### src/rtl/trdb_pkg.sv
// trdb_pkg: shared E-Trace packet types and serializer constants.
// Header offsets describe the 32-bit header beat layout.
package trdb_pkg;

  localparam int unsigned PAYLOADLEN = 256;
  localparam int unsigned PLEN       = 6;
  localparam int unsigned BEATW      = 32;
  localparam int unsigned TSLEN      = 20;

  localparam int unsigned HDR_LEN_LSB = 0;
  localparam int unsigned HDR_LEN_W   = 8;
  localparam int unsigned HDR_FMT_LSB = 8;
  localparam int unsigned HDR_SUB_LSB = 10;
  localparam int unsigned HDR_TS_LSB  = 12;

  typedef enum logic [1:0] {
    F_OPT_EXT    = 2'h0,
    F_DIFF_DELTA = 2'h1,
    F_ADDR_ONLY  = 2'h2,
    F_SYNC       = 2'h3
  } trdb_format_e;

  typedef enum logic [1:0] {
    SF_START   = 2'h0,
    SF_TRAP    = 2'h1,
    SF_CONTEXT = 2'h2,
    SF_SUPPORT = 2'h3
  } trdb_subformat_e;

  typedef enum logic [1:0] {
    S_IDLE,
    S_HEADER,
    S_PAYLOAD
  } trdb_ser_state_e;

endpackage

### src/rtl/trdb_packet_serializer.sv
// trdb_packet_serializer: one E-Trace packet in, 32-bit beats out
// (header beat, then payload LSB-first). Optional macro
// TRDB_TIMESTAMP_EN stamps a 20-bit cycle count into header [31:12].
// Ports: clk_i, rst_i (sync, active-high); pkt_* packet handshake;
// beat_* valid/ready beat stream; len_err_o sticky length overflow.
module trdb_packet_serializer #(
  parameter int unsigned PAYLOADLEN = 256,
  parameter int unsigned PLEN       = 6,
  parameter int unsigned BEATW      = 32
) (
  input  logic                  clk_i,
  input  logic                  rst_i,
  input  logic                  pkt_valid_i,
  output logic                  pkt_ready_o,
  input  logic [1:0]            pkt_format_i,
  input  logic [1:0]            pkt_subformat_i,
  input  logic [PLEN-1:0]       pkt_len_i,
  input  logic [PAYLOADLEN-1:0] pkt_payload_i,
  output logic                  beat_valid_o,
  input  logic                  beat_ready_i,
  output logic [BEATW-1:0]      beat_data_o,
  output logic                  beat_last_o,
  output logic                  len_err_o
);
  import trdb_pkg::*;

  localparam int unsigned NBYTES = PAYLOADLEN / 8;
  localparam int unsigned NBEATS = PAYLOADLEN / BEATW;
  localparam int unsigned CNTW   =
    (NBEATS > 1) ? $clog2(NBEATS) : 1;

  trdb_ser_state_e       state_q, state_d;
  logic [PLEN-1:0]       len_q, len_d;
  logic [PAYLOADLEN-1:0] pay_q, pay_d;
  logic [CNTW-1:0]       cnt_q, cnt_d;
  logic                  beat_valid_q, beat_valid_d;
  logic [BEATW-1:0]      beat_data_q, beat_data_d;
  logic                  beat_last_q, beat_last_d;
  logic                  len_err_q, len_err_d;

  logic                  len_ovf;
  logic [PLEN-1:0]       len_c;
  logic [PAYLOADLEN-1:0] pay_m;
  logic [BEATW-1:0]      hdr;
  logic [PLEN:0]         nbeat;

`ifdef TRDB_TIMESTAMP_EN
  logic [TSLEN-1:0] ts_q, ts_d;
  assign ts_d = ts_q + 1'b1;
`endif

  assign len_ovf = pkt_len_i > PLEN'(NBYTES);
  assign len_c   = len_ovf ? PLEN'(NBYTES) : pkt_len_i;
  assign nbeat   = ({1'b0, len_q} + (PLEN+1)'(3)) >> 2;

  // Bytes past the length are zeroed at capture, so the
  // final beat comes out already masked.
  always_comb begin
    pay_m = '0;
    for (int i = 0; i < int'(NBYTES); i++) begin
      if (PLEN'(i) < len_c)
        pay_m[8*i +: 8] = pkt_payload_i[8*i +: 8];
    end
  end

  always_comb begin
    hdr = '0;
    hdr[HDR_LEN_LSB +: HDR_LEN_W] = HDR_LEN_W'(len_c);
    hdr[HDR_FMT_LSB +: 2] = pkt_format_i;
    if (pkt_format_i == F_SYNC)
      hdr[HDR_SUB_LSB +: 2] = pkt_subformat_i;
`ifdef TRDB_TIMESTAMP_EN
    hdr[HDR_TS_LSB +: TSLEN] = ts_q;
`endif
  end

  // beat_last_q doubles as the exit condition in both
  // HEADER (len==0) and PAYLOAD (cnt == nbeat-1).
  always_comb begin
    state_d      = state_q;
    len_d        = len_q;
    pay_d        = pay_q;
    cnt_d        = cnt_q;
    beat_valid_d = beat_valid_q;
    beat_data_d  = beat_data_q;
    beat_last_d  = beat_last_q;
    len_err_d    = len_err_q;
    unique case (state_q)
      S_IDLE: begin
        if (pkt_valid_i) begin
          state_d      = S_HEADER;
          len_d        = len_c;
          pay_d        = pay_m;
          beat_valid_d = 1'b1;
          beat_data_d  = hdr;
          beat_last_d  = (len_c == '0);
          if (len_ovf) len_err_d = 1'b1;
        end
      end
      S_HEADER, S_PAYLOAD: begin
        if (beat_ready_i) begin
          if (beat_last_q) begin
            state_d      = S_IDLE;
            beat_valid_d = 1'b0;
            beat_data_d  = '0;
            beat_last_d  = 1'b0;
          end else begin
            state_d = S_PAYLOAD;
            cnt_d   = (state_q == S_HEADER) ?
                      '0 : cnt_q + 1'b1;
            beat_data_d = pay_q[BEATW*cnt_d +: BEATW];
            beat_last_d =
              ((PLEN+1)'(cnt_d) == nbeat - 1'b1);
          end
        end
      end
      default: state_d = S_IDLE;
    endcase
  end

  always_ff @(posedge clk_i) begin
    if (rst_i) begin
      state_q      <= S_IDLE;
      len_q        <= '0;
      pay_q        <= '0;
      cnt_q        <= '0;
      beat_valid_q <= 1'b0;
      beat_data_q  <= '0;
      beat_last_q  <= 1'b0;
      len_err_q    <= 1'b0;
`ifdef TRDB_TIMESTAMP_EN
      ts_q         <= '0;
`endif
    end else begin
      state_q      <= state_d;
      len_q        <= len_d;
      pay_q        <= pay_d;
      cnt_q        <= cnt_d;
      beat_valid_q <= beat_valid_d;
      beat_data_q  <= beat_data_d;
      beat_last_q  <= beat_last_d;
      len_err_q    <= len_err_d;
`ifdef TRDB_TIMESTAMP_EN
      ts_q         <= ts_d;
`endif
    end
  end

  assign pkt_ready_o  = (state_q == S_IDLE);
  assign beat_valid_o = beat_valid_q;
  assign beat_data_o  = beat_data_q;
  assign beat_last_o  = beat_last_q;
  assign len_err_o    = len_err_q;

endmodule

### config.mk
export PLATFORM = sky130hd
export DESIGN_NAME = trdb_packet_serializer
export DESIGN_NICKNAME = d
export VERILOG_FILES = /design/src/rtl/trdb_pkg.sv /design/src/rtl/trdb_packet_serializer.sv
export SDC_FILE = /design/constraint.sdc
export NUM_CORES = 1
export LEC_CHECK = 0
export CAP_MARGIN = 20
export CORE_ASPECT_RATIO = 0.9
export CORE_MARGIN = 10
export CORE_UTILIZATION = 40
export CTS_CLUSTER_DIAMETER = 60
export DETAILED_ROUTE_END_ITERATION = 10
export PLACE_DENSITY = 0.76
export SLEW_MARGIN = 20
export SYNTH_ARGS = -nofsm -noshare
export SYNTH_HDL_FRONTEND = slang
export SYNTH_SLANG_ARGS = --single-unit
### constraint.sdc
create_clock -name clk_i -period 2.4 [get_ports clk_i]
set_clock_uncertainty 0.2 [all_clocks]
set_input_delay 0.72 -clock clk_i [delete_from_list [all_inputs] [get_ports clk_i]]
set_output_delay 0.72 -clock clk_i [all_outputs]
set_load 0.005 [all_outputs]
==> qor.yml <==
synth:
  synth.area.top_cells: "dfxtp_1 (47%), a22oi_1 (14%), nor2_1 (8.1%), nand2_1 (4.6%), a21oi_1 (3.2%)"
  synth.net_count: 1807
  synth_cells: 1533
  yosysWarnings: 0
  yosys.area.top_type: "dfxtp_1"
  synth_seq_area_share_pct: 47.1
  synth-edff-count: 0
  synth-async-reset-ratio_pct: 0
  ys_ff_latch: 302
  yosysMostFrequentCell: "dfxtp_1"
  ys_types: 56
  avgSynthCellArea_um2: 8.37
  yosysTopAreaCellShare_pct: 47.1
  syn_area_um2: 12800
  synth_flop_cell: "dfxtp_1"
  synth_common_cells: "dfxtp_1 (302), nor2_1 (276), a22oi_1 (247), nand2_1 (156), clkbuf_1 (91)"
timing:
  period_needed_ns: 2.36
  setup_viol: 0
  finalCritPeriodShare_pct: 98.2
  timing.fmax_mhz: 424
  slew_violations: 0
  max-slew-margin-rel_pct: 52.1
  finalSetupTns_ns: 0
  hold_viol: 0
  tightest_slew_ns: 0.715
setup_path:
  path_cells: "clkdlybuf4s50_1"
  cp_num_cells: 1
  endpoint: "beat_valid_o"
  worst_setup_path_start_kind: "flip-flop"
  cp.arrival_ns: 1.44
  crit_required_ns: 1.48
  crit_path_start: "beat_valid_o$_SDFFE_PP0P_"
  cpMaxStageDelayCell: "clkdlybuf4s50_1"
  r2r_start: "cnt_q[0]$_SDFFE_PP0P_"
  crit_fanout: 2
  ff2ff_setup_slack_ns: 0.11
  reg2reg_to: "beat_last_o$_SDFFE_PP0P_"
  reg2reg_depth: 7
  slowest_delay_ns: 0.54
  worst-setup-path-type: "flip-flop to output port"
  critPathCaptureType: "output port"
  path_delay_family: "buffers and inverters"
  path_buf_inv: 1
hold_path:
  hold_path_class: "flip-flop to flip-flop"
die:
  dieHeight_um: 190
  die_area_um2: 39700
  num_rows: 62
  die_w_um: 209
  coreArea_um2: 31800
  io_pins: 306
  start_util_pct: 40.4
routing:
  top_layer: "met5"
  drc: 0
  vias_per_cell: 5.75
  dr.pass1.iters: 6
  wl_per_cell_um: 21.4
  ant_nets: 0
  wirelength_met1_um: 19800
  totalWireLength_um: 49100
  first_iter_violations: 1145
  wl_met2_um: 23700
  wl_met3_um: 3910
  num_vias: 13148
grt:
  antenna_found_initial: 4
  grt_max_degree: 110
  grt_pass1_vias: 12916
  grtUsageTotal_pct: 23.4
  grt_overflow_total: 0
  grt_pass1_wl_um: 74200
clock_network:
  cts_hold_buf: 0
  cts.clk_slew.worst_paths_ns: 0.06
  cts_sinks: 302
  htree_levels: 2
  cts_max_path_buffers: 3
  cts-root-buf: "clkbuf_16"
  cts_made_buffers: 35
  postCtsSetupRepairBufs: 0
  clock_latency_ns: 0.51
  cts_tree: "yes"
final_layout:
  syn2layout_area_growth_pct: 42.0
  fillerInstances: 2771
  final_nets: 2121
  final_core_util_pct: 57.3
  drive_above_1_share_pct: 10.3
place:
  dp_hpwl_um: 35600
  gp_congestion: 0.897
  io_buffers: 305
pwr:
  p_leak_nw: 6.85
  p_per_area_nw_per_um2: 768
  ir_worst_vdd_v: 0.000462
run:
  maxCapViolations: 0
run_status:
  outcome: "completed"
## how the worst min path moves through the flow
stage                                 start                      endpoint  slack (ns)  depth (start not counted)
6_report       beat_data_o[21]$_SDFFE_PP0P_  beat_data_o[21]$_SDFFE_PP0P_        0.25                          2
5_1_grt              pay_q[26]$_SDFFE_PP0P_        pay_q[26]$_SDFFE_PP0P_        0.27                          2
4_1_cts              pay_q[30]$_SDFFE_PP0P_        pay_q[30]$_SDFFE_PP0P_        0.25                          2
3_5_place_dp         pay_q[30]$_SDFFE_PP0P_        pay_q[30]$_SDFFE_PP0P_        0.24                          2
3_3_place_gp   beat_data_o[21]$_SDFFE_PP0P_  beat_data_o[21]$_SDFFE_PP0P_        0.23                          2
2_1_floorplan       pay_q[248]$_SDFFE_PP0P_       pay_q[248]$_SDFFE_PP0P_        0.23                          2
## sequential cells by signal, indices dropped and copies added (netlist names)
register and count:
beat_valid_o 1, beat_data_o 32, len_err_o 1, state_q 2, len_q 6, cnt_q 3
beat_last_o 1, pay_q 256
## metrics by stage
step / setup WS (ns) / cell area [um2] / hold slack (ns) / power [W] / std cells
after floorplan: 0.189 / 12800 / 0.227 / 0.00711 / 1533
after global placement: -0.507 / 17000 / 0.234 / 0.00859 / 2226
after detailed placement: -0.515 / 17000 / 0.244 / 0.00865 / 2226
after CTS: 0.00524 / 18100 / 0.252 / 0.0140 / 2285
after global routing: -0.00176 / 18200 / 0.272 / 0.0145 / 2286
final: 0.0425 / 18200 / 0.252 / 0.0140 / 2288
## metal layers
metal  vias to the layer above  global-route usage (%)
li1                       6189                       -
met1                      6286                    28.9
met2                       570                    39.4
met3                        99                    5.10
met4                         4                    8.57
met5                         -                       0
## power breakdown
group / internal (W) / switching, W / total, W
clock network: 0.00328 / 0.00212 / 0.00540
registers: 0.00535 / 0.000203 / 0.00555
logic: 0.00141 / 0.00164 / 0.00305
## what timing repair did
item | in CTS | in global routing
resized for setup | 7 | 22
pin swaps | 0 | 1
setup endpoints to repair | 4 | 88
## worst min-delay path, cell delays in order, from the launching register on
cell and delay (ns):
dfxtp_1 0.32, nand2_1 0.04, o21ai_0 0.05
## cell type report
cell class | count | area, um2 | area share (%)
tap | 416 | 520 | 2.86
timing repair buffer | 411 | 4160 | 22.8
antenna | 3 | 7.51 | 0.0412
multi-input combinational | 1088 | 6290 | 34.5
clock inverter | 8 | 106 | 0.584
clock buffer | 51 | 1060 | 5.81
sequential | 302 | 6050 | 33.2
inverter | 9 | 33.8 | 0.185
## cell usage in the layout, fill, tap and decap left out, types with 32 or more instances in the layout
master	count
dfxtp_1	300
clkdlybuf4s50_1	298
nor2_1	267
a22oi_1	247
nand2_1	155
buf_4	82
a21oi_1	79
a211oi_1	54
nor2b_1	52
clkbuf_16	37
a31oi_1	33
o21ai_0	32
## logic make-up (layout without fill, tap and decap cells)
group | Yosys count | after routing | synth area share [%]
flip-flops | 302 | 302 | 47.1
multiplexers | 9 | 9 | 0.897
AND/OR/NAND/NOR | 552 | 552 | 18.5
buffers and inverters | 143 | 479 | 4.63
AO/OA/AOI/OAI | 517 | 517 | 28.1
XOR/XNOR | 6 | 6 | 0.410
adder cells (fa/ha/maj) | 4 | 4 | 0.390
other | 0 | 3 | 0
Power figures use the tool's default switching activity.
